File: src/rtl/cdr_pkg.sv
// Shared CDR definitions: control word type, FCW clip helper and LFSR constants.
package cdr_pkg;

  localparam int PHASE_W_DEF = 32;

  typedef logic signed [31:0] ctrl_t;

  // x^16 + x^14 + x^13 + x^11 as a Fibonacci tap mask on state bits 15,13,12,10
  localparam logic [15:0] LFSR_SEED = 16'hACE1;
  localparam logic [15:0] LFSR_TAPS = 16'hB400;

  function automatic logic [31:0] clip32(input logic signed [33:0] x,
                                         input logic [31:0]        lo,
                                         input logic [31:0]        hi);
    if (x < $signed({2'b00, lo}))      return lo;
    else if (x > $signed({2'b00, hi})) return hi;
    else                               return x[31:0];
  endfunction

endpackage

File: src/rtl/lfsr16.sv
// 16-bit Fibonacci LFSR used to dither the DCO addend; steps only when enabled.
module lfsr16
  import cdr_pkg::*;
(
  input  logic        clk,
  input  logic        rst,
  input  logic        en,
  output logic [15:0] state
);

  logic [15:0] state_q, state_d;

  always_comb begin
    state_d = state_q;
    if (en) state_d = {state_q[14:0], ^(state_q & LFSR_TAPS)};
  end

  always_ff @(posedge clk) begin
    if (rst) state_q <= LFSR_SEED;
    else     state_q <= state_d;
  end

  assign state = state_q;

endmodule

File: src/rtl/dco_phase_accum.sv
// CDR digitally controlled oscillator: clamped FCW, phase accumulator, wrap/half
// strobes and a holdover watchdog. Define DCO_DITHER_EN to dither the addend LSBs.
module dco_phase_accum
  import cdr_pkg::*;
#(
  parameter int          PHASE_W     = PHASE_W_DEF,
  parameter logic [31:0] FCW_NOM     = 32'h2000_0000,
  parameter int          GAIN_SH     = 8,
  parameter logic [31:0] FCW_MIN     = 32'h0100_0000,
  parameter logic [31:0] FCW_MAX     = 32'h6000_0000,
  parameter int          HOLD_CYC    = 1024,
  parameter int          DITHER_BITS = 4
) (
  input  logic               clk,
  input  logic               rst,
  input  ctrl_t              v_ctrl,
  input  logic               v_valid,
  input  logic               en,
  output logic [PHASE_W-1:0] phase,
  output logic [31:0]        fcw,
  output logic               sample_stb,
  output logic               edge_stb,
  output logic               holdover
);

  localparam int CNT_W = $clog2(HOLD_CYC + 1);

  // A max FCW below half scale is what guarantees one event per step at most.
  if (FCW_MIN == 32'd0 || {32'd0, FCW_MAX} >= (64'd1 << (PHASE_W - 1)) ||
      DITHER_BITS < 1 || DITHER_BITS > 16) begin : g_bad_cfg
    $error("dco_phase_accum: illegal FCW clamp or dither configuration");
  end

  logic [PHASE_W-1:0] phase_q, phase_d;
  logic [31:0]        fcw_q, fcw_d;
  logic               sample_q, sample_d;
  logic               edge_q, edge_d;
  logic               hold_q, hold_d;
  logic [CNT_W-1:0]   cnt_q, cnt_d;

  ctrl_t              off;
  logic signed [33:0] fcw_sum;
  logic [PHASE_W-1:0] addend;
  logic [PHASE_W:0]   acc;

`ifdef DCO_DITHER_EN
  logic [15:0] lfsr_state;

  lfsr16 u_lfsr (
    .clk   (clk),
    .rst   (rst),
    .en    (en),
    .state (lfsr_state)
  );

  assign addend = PHASE_W'(fcw_q) ^ PHASE_W'(lfsr_state[DITHER_BITS-1:0]);
`else
  assign addend = PHASE_W'(fcw_q);
`endif

  always_comb begin
    off      = v_ctrl >>> GAIN_SH;
    fcw_sum  = $signed({2'b00, FCW_NOM}) + $signed({{2{off[31]}}, off});
    acc      = {1'b0, phase_q} + {1'b0, addend};

    fcw_d    = fcw_q;
    phase_d  = phase_q;
    sample_d = 1'b0;
    edge_d   = 1'b0;
    cnt_d    = cnt_q;
    hold_d   = hold_q;

    if (en) begin
      phase_d  = acc[PHASE_W-1:0];
      sample_d = acc[PHASE_W];
      edge_d   = ~phase_q[PHASE_W-1] & acc[PHASE_W-1];
    end

    // A fresh update beats an expiring watchdog on the same edge.
    if (v_valid) begin
      fcw_d  = clip32(fcw_sum, FCW_MIN, FCW_MAX);
      cnt_d  = '0;
      hold_d = 1'b0;
    end else if (en) begin
      if (cnt_q >= CNT_W'(HOLD_CYC - 1)) begin
        cnt_d  = CNT_W'(HOLD_CYC);
        hold_d = 1'b1;
      end else begin
        cnt_d  = cnt_q + 1'b1;
      end
    end
  end

  always_ff @(posedge clk) begin
    if (rst) begin
      phase_q  <= '0;
      fcw_q    <= FCW_NOM;
      sample_q <= 1'b0;
      edge_q   <= 1'b0;
      hold_q   <= 1'b0;
      cnt_q    <= '0;
    end else begin
      phase_q  <= phase_d;
      fcw_q    <= fcw_d;
      sample_q <= sample_d;
      edge_q   <= edge_d;
      hold_q   <= hold_d;
      cnt_q    <= cnt_d;
    end
  end

  assign phase      = phase_q;
  assign fcw        = fcw_q;
  assign sample_stb = sample_q;
  assign edge_stb   = edge_q;
  assign holdover   = hold_q;

endmodule

File: config.mk
export PLATFORM = sky130hd
export DESIGN_NAME = dco_phase_accum
export DESIGN_NICKNAME = d
export VERILOG_FILES = /design/src/rtl/cdr_pkg.sv /design/src/rtl/lfsr16.sv /design/src/rtl/dco_phase_accum.sv
export SDC_FILE = /design/constraint.sdc
export NUM_CORES = 1
export LEC_CHECK = 0
export CAP_MARGIN = 20
export CORE_MARGIN = 10
export CORE_UTILIZATION = 45
export CTS_CLUSTER_SIZE = 12
export DETAILED_ROUTE_END_ITERATION = 16
export PLACE_DENSITY_LB_ADDON = 0.08
export SLEW_MARGIN = 20
export SYNTH_ARGS = -nofsm -noshare
export SYNTH_HDL_FRONTEND = slang
export SYNTH_SLANG_ARGS = --single-unit
File: constraint.sdc
create_clock -name clk -period 2.9 [get_ports clk]
set_input_delay 0.58 -clock clk [delete_from_list [all_inputs] [get_ports clk]]
set_output_delay 0.58 -clock clk [all_outputs]
set_load 0.005 [all_outputs]
# Word-level counts from Yosys, hierarchy flattened
# Index checks and enable logic that the tools add are counted.
# word_totals
ff_bits	78
elab_cells	21
# classes
add_sub_neg	3
n_lt_le_gt_ge	3
mux	3
n_bitwise	3
reduce_logical	3
# op_table
op	count
$mux W32	2
$add A32 B32 Y33	1
$add A31 B24 Y32 const A	1
$gt A32 B32 Y1 const B	1
$lt A32 B26 Y1 const B	1
$add A11 B1 Y11 const B	1
$ge A11 B10 Y1 const B	1
$mux W11	1
$reduce_or A2 Y1	2
$not A1 Y1	2
$reduce_and A2 Y1	1
$and A1 B1 Y1	1

# Logic depth before layout (Yosys ltp)
# depth
depth_word	4
depth_mapped	12
depth_no_buf	11

# Least setup slack after synthesis
# No wires, ideal clock.
# synth_timing
path_type	register to register
startpoint	register phase_q[0], in the netlist phase[0]
endpoint	register phase_q[30], in the netlist phase[30]
setup_time_ns	0.121
arrival_time_ns	2.656
setup_slack_ns	0.123
path_stages_with_launch	11
path_buffers	0
synth_period_minus_slack_ns	2.777
cell_sequence	dfxtp_1 -> ha_1 -> fa_1 -> a21o_1 -> a221oi_1 -> or3_1 -> a21oi_2 -> o311ai_4 -> o21ai_1 -> o21ai_1 -> mux2_2
# synth_via
elab_chain_cells	1
# synth_lines
element	line	text
start, declared	dco_phase_accum.sv:34	logic [PHASE_W-1:0] phase_q, phase_d;
start signal, assigned	dco_phase_accum.sv:103	phase_q <= phase_d;
$add A32 B32 Y33	dco_phase_accum.sv:64	acc = {1'b0, phase_q} + {1'b0, addend};
# No other way between the ends.
# A chain may end at the register's enable or synchronous reset.

# Final worst setup path
# layout_timing
startpoint	register phase_q[0], in the netlist phase[0]
endpoint	register phase_q[26], in the netlist phase[26]
# Same word-level chain as after synthesis.

==> flow_summary.ini <==
[logic_synthesis]
synth_seq_cells = 71
synthTopCellsByCount = 71 x dfxtp_1, 61 x nor2_1, 39 x mux2i_1
synth_edf_count = 0
yosysSeqAreaShare = 0.335
synthesis.area_um2 = 4250
async_flop_share = 0
synthTopCellsByArea = dfxtp_1 33%, ha_1 9.4%, mux2i_1 9.2%, nor2_1 5.4%, a21oi_1 3.2%
ys_types = 64
syn_avg_cell_area_um2 = 8.76
yosysMostFrequentCell = dfxtp_1
synth_ff_type = dfxtp_1
yosys.area.top_type_share = 0.335
synth.largest_area_cell = dfxtp_1
yosysWarnings = 0
netlist_instances = 485

[power_and_ir_drop]
p_sw_frac = 0.281
combPwrFrac = 0.209
clkPwrFrac = 0.359
seqPwrFrac = 0.432
p_sw_mw = 0.697
power_density_nw_per_um2 = 447
p_int_mw = 1.79
leakage_nw = 2.38
ir_worst_vdd_v = 0.000233
power_mw = 2.48

[timing]
setup_viol = 0
hold_violations = 0
slew_violations = 0
min_period_ns = 2.75
slew_headroom = 0.653
max_freq_mhz = 364
fin_skew_ns = 0.00942
timing.setup.tns_ns = 0
min_period_over_period = 0.948
rsz0062_at_grt = false
tightest_slew_ns = 0.521

[worst_setup_path]
cp_top_family = compound AO/OA/AOI/OAI gates
arrival_ns = 2.99
cp.buffers_inverters = 1
critPathSlowestCell = fa_2
crit_chain = ha_1 > fa_2 > a21o_1 > a221oi_2 > or3_4 > a21oi_2 > o311ai_4 > buf_4 > a21oi_2 > o211a_1 > a211o_1
crit_cells = 11
cpPeakStageDelay_ns = 0.35
crit_fanout = 3
reg2regPathDepth = 11
endpoint_kind = register
startpoint_type = register
worstSetupPathType = reg -> reg
critPathMostFrequentCell = a21oi_2
required_ns = 3.14

[grt]
grt_pass1_wl_um = 17800
grt_remaining_overflow = 0
grtUsageTotal = 0.159
grt_max_degree = 60
grt_antenna_before_repair = 0
first_global_vias = 3742

[place]
gp_congestion = 0.824
io_buffer_count = 92
dp_hpwl_um = 8060

[final_layout]
num-fill-cells = 828
antenna_cells = 0
multiInputGateArea_um2 = 2690
nNetsFinal = 647
drive_gt1_frac = 0.0943
synthToLayoutAreaGrowth_pct = 30.9
regArea_um2 = 1420

[detailed_routing]
initialDrtViolationCount = 128
ant_nets = 0
wirelength_um = 10700
vias = 3781
dr.pass1.iters = 4
wire_per_inst_um = 15.5
drc = 0
vias_per_cell = 5.45

[clocking]
cts_buffers = 9
clkTransAtPathRegs_ns = 0.08
worst_skew_pair.late_latency_ns = 0.35
cts-root-buf = clkbuf_8
ctsLongestPathBuffers = 2
cts.sinks = 71
cts_tree = yes
cts_max_level = 3

[run_status]
status = finished, final reports clean

[floorplan]
dieHeight_um = 117
initial_core_util = 0.462
io_pins = 103
dieWidth_um = 117
rows = 35
core-area_um2 = 9200
die_area_um2 = 13700

[hold_path]
hold_class = reg -> reg
whs_path_depth = 2

[job]
cap_violations = 0
-- per-layer routing --
layer,track usage,vias to the layer above,wire length [µm]
li1,-,1928,-
met1,0.189,1766,4790
met2,0.268,77,5140
met3,0.0489,10,660
met4,0.0478,0,150
met5,0,-,0
-- worst paths after layout --
check | from | end | slack (ns)
max | phase[0]$_SDFFE_PP0P_ | phase[26]$_SDFFE_PP0P_ | 0.15
max reg2reg | phase[0]$_SDFFE_PP0P_ | phase[26]$_SDFFE_PP0P_ | 0.15
min | phase[31]$_SDFFE_PP0P_ | sample_stb$_SDFF_PP0_ | 0.46
min reg2reg | phase[31]$_SDFFE_PP0P_ | sample_stb$_SDFF_PP0_ | 0.46
-- layout by cell type (no fill, tap or decap), types with 4 or more instances in the layout --
master and count:
and3_1 8, nor4bb_1 4, nor3b_1 7, o21a_1 6, ha_1 30, clkbuf_8 9
a31oi_1 7, xnor2_1 12, a211oi_1 5, a21oi_1 27, nand2_1 28, nand3_1 15
nor2b_1 5, nor2_1 61, nand2b_1 11, nand4_1 4, o21ai_0 13, a21o_1 11
o22ai_1 4, buf_4 16, inv_1 11, xor2_1 13, dfxtp_1 71, mux2i_1 39
nor3_1 10, clkdlybuf4s50_1 89
-- cell families after synthesis --
| kind of cell | share of synthesized area |
|---|---|
| adder cells (fa/ha/maj) | 0.0990 |
| buffers and inverters | 0.0412 |
| multiplexers | 0.0945 |
| XOR/XNOR | 0.0515 |
| AND/OR/NAND/NOR | 0.205 |
| flip-flops | 0.335 |
| AO/OA/AOI/OAI | 0.173 |
| other | 0.000883 |
-- per-stage QoR --
| stage | setup slack, ns | util | area [µm²] | hold slack, ns | cells |
|---|---|---|---|---|---|
| floorplan | 0.123 | - | 4250 | 0.437 | 486 |
| global placement | 0.0208 | 0.576 | 5300 | 0.442 | 677 |
| detailed placement | -0.0277 | 0.576 | 5300 | 0.451 | 677 |
| CTS | 0.0600 | 0.601 | 5520 | 0.453 | 693 |
| global route | 0.00417 | 0.605 | 5560 | 0.475 | 694 |
| finish | 0.152 | 0.605 | 5560 | 0.459 | 694 |
-- flip-flops by register name, indices dropped and copies added (netlist names) --
| signal | flops |
|---|---|
| phase | 32 |
| fcw | 25 |
| cnt_q | 11 |
| edge_stb | 1 |
| holdover | 1 |
| sample_stb | 1 |
-- worst reg2reg max path, stage by stage (launching register included) --
cell,delay [ns]
dfxtp_1,0.33
ha_1,0.23
fa_2,0.35
a21o_1,0.22
a221oi_2,0.31
or3_4,0.20
a21oi_2,0.08
o311ai_4,0.24
buf_4,0.16
a21oi_2,0.06
o211a_1,0.21
a211o_1,0.25
-- power by group through the flow --
stage	clock network, mW	logic (mW)	registers (mW)
6_report	0.892	0.519	1.07
3_3_place_gp	0	0.507	1.10
5_1_grt	0.962	0.575	1.08
4_1_cts	0.920	0.520	1.07
2_1_floorplan	0	0.294	1.09
3_5_place_dp	0	0.515	1.10
-- timing repair --
action / in CTS / in global routing
hold buffers: 0 / 0
gates resized for setup: 1 / 7
pin swaps: 0 / 4
buffers inserted: 0 / 1
endpoints found under the setup margin: 1 / 5
-- cell type report --
cell class,count,share of cell area
multi-input cells,376,0.484
flip-flops and latches,71,0.256
repair buffers,109,0.188
well taps,111,0.0250
clock buffers,9,0.0223
clock inverters,7,0.0175
inverters,11,0.00742
Power figures use the tool's default switching activity.
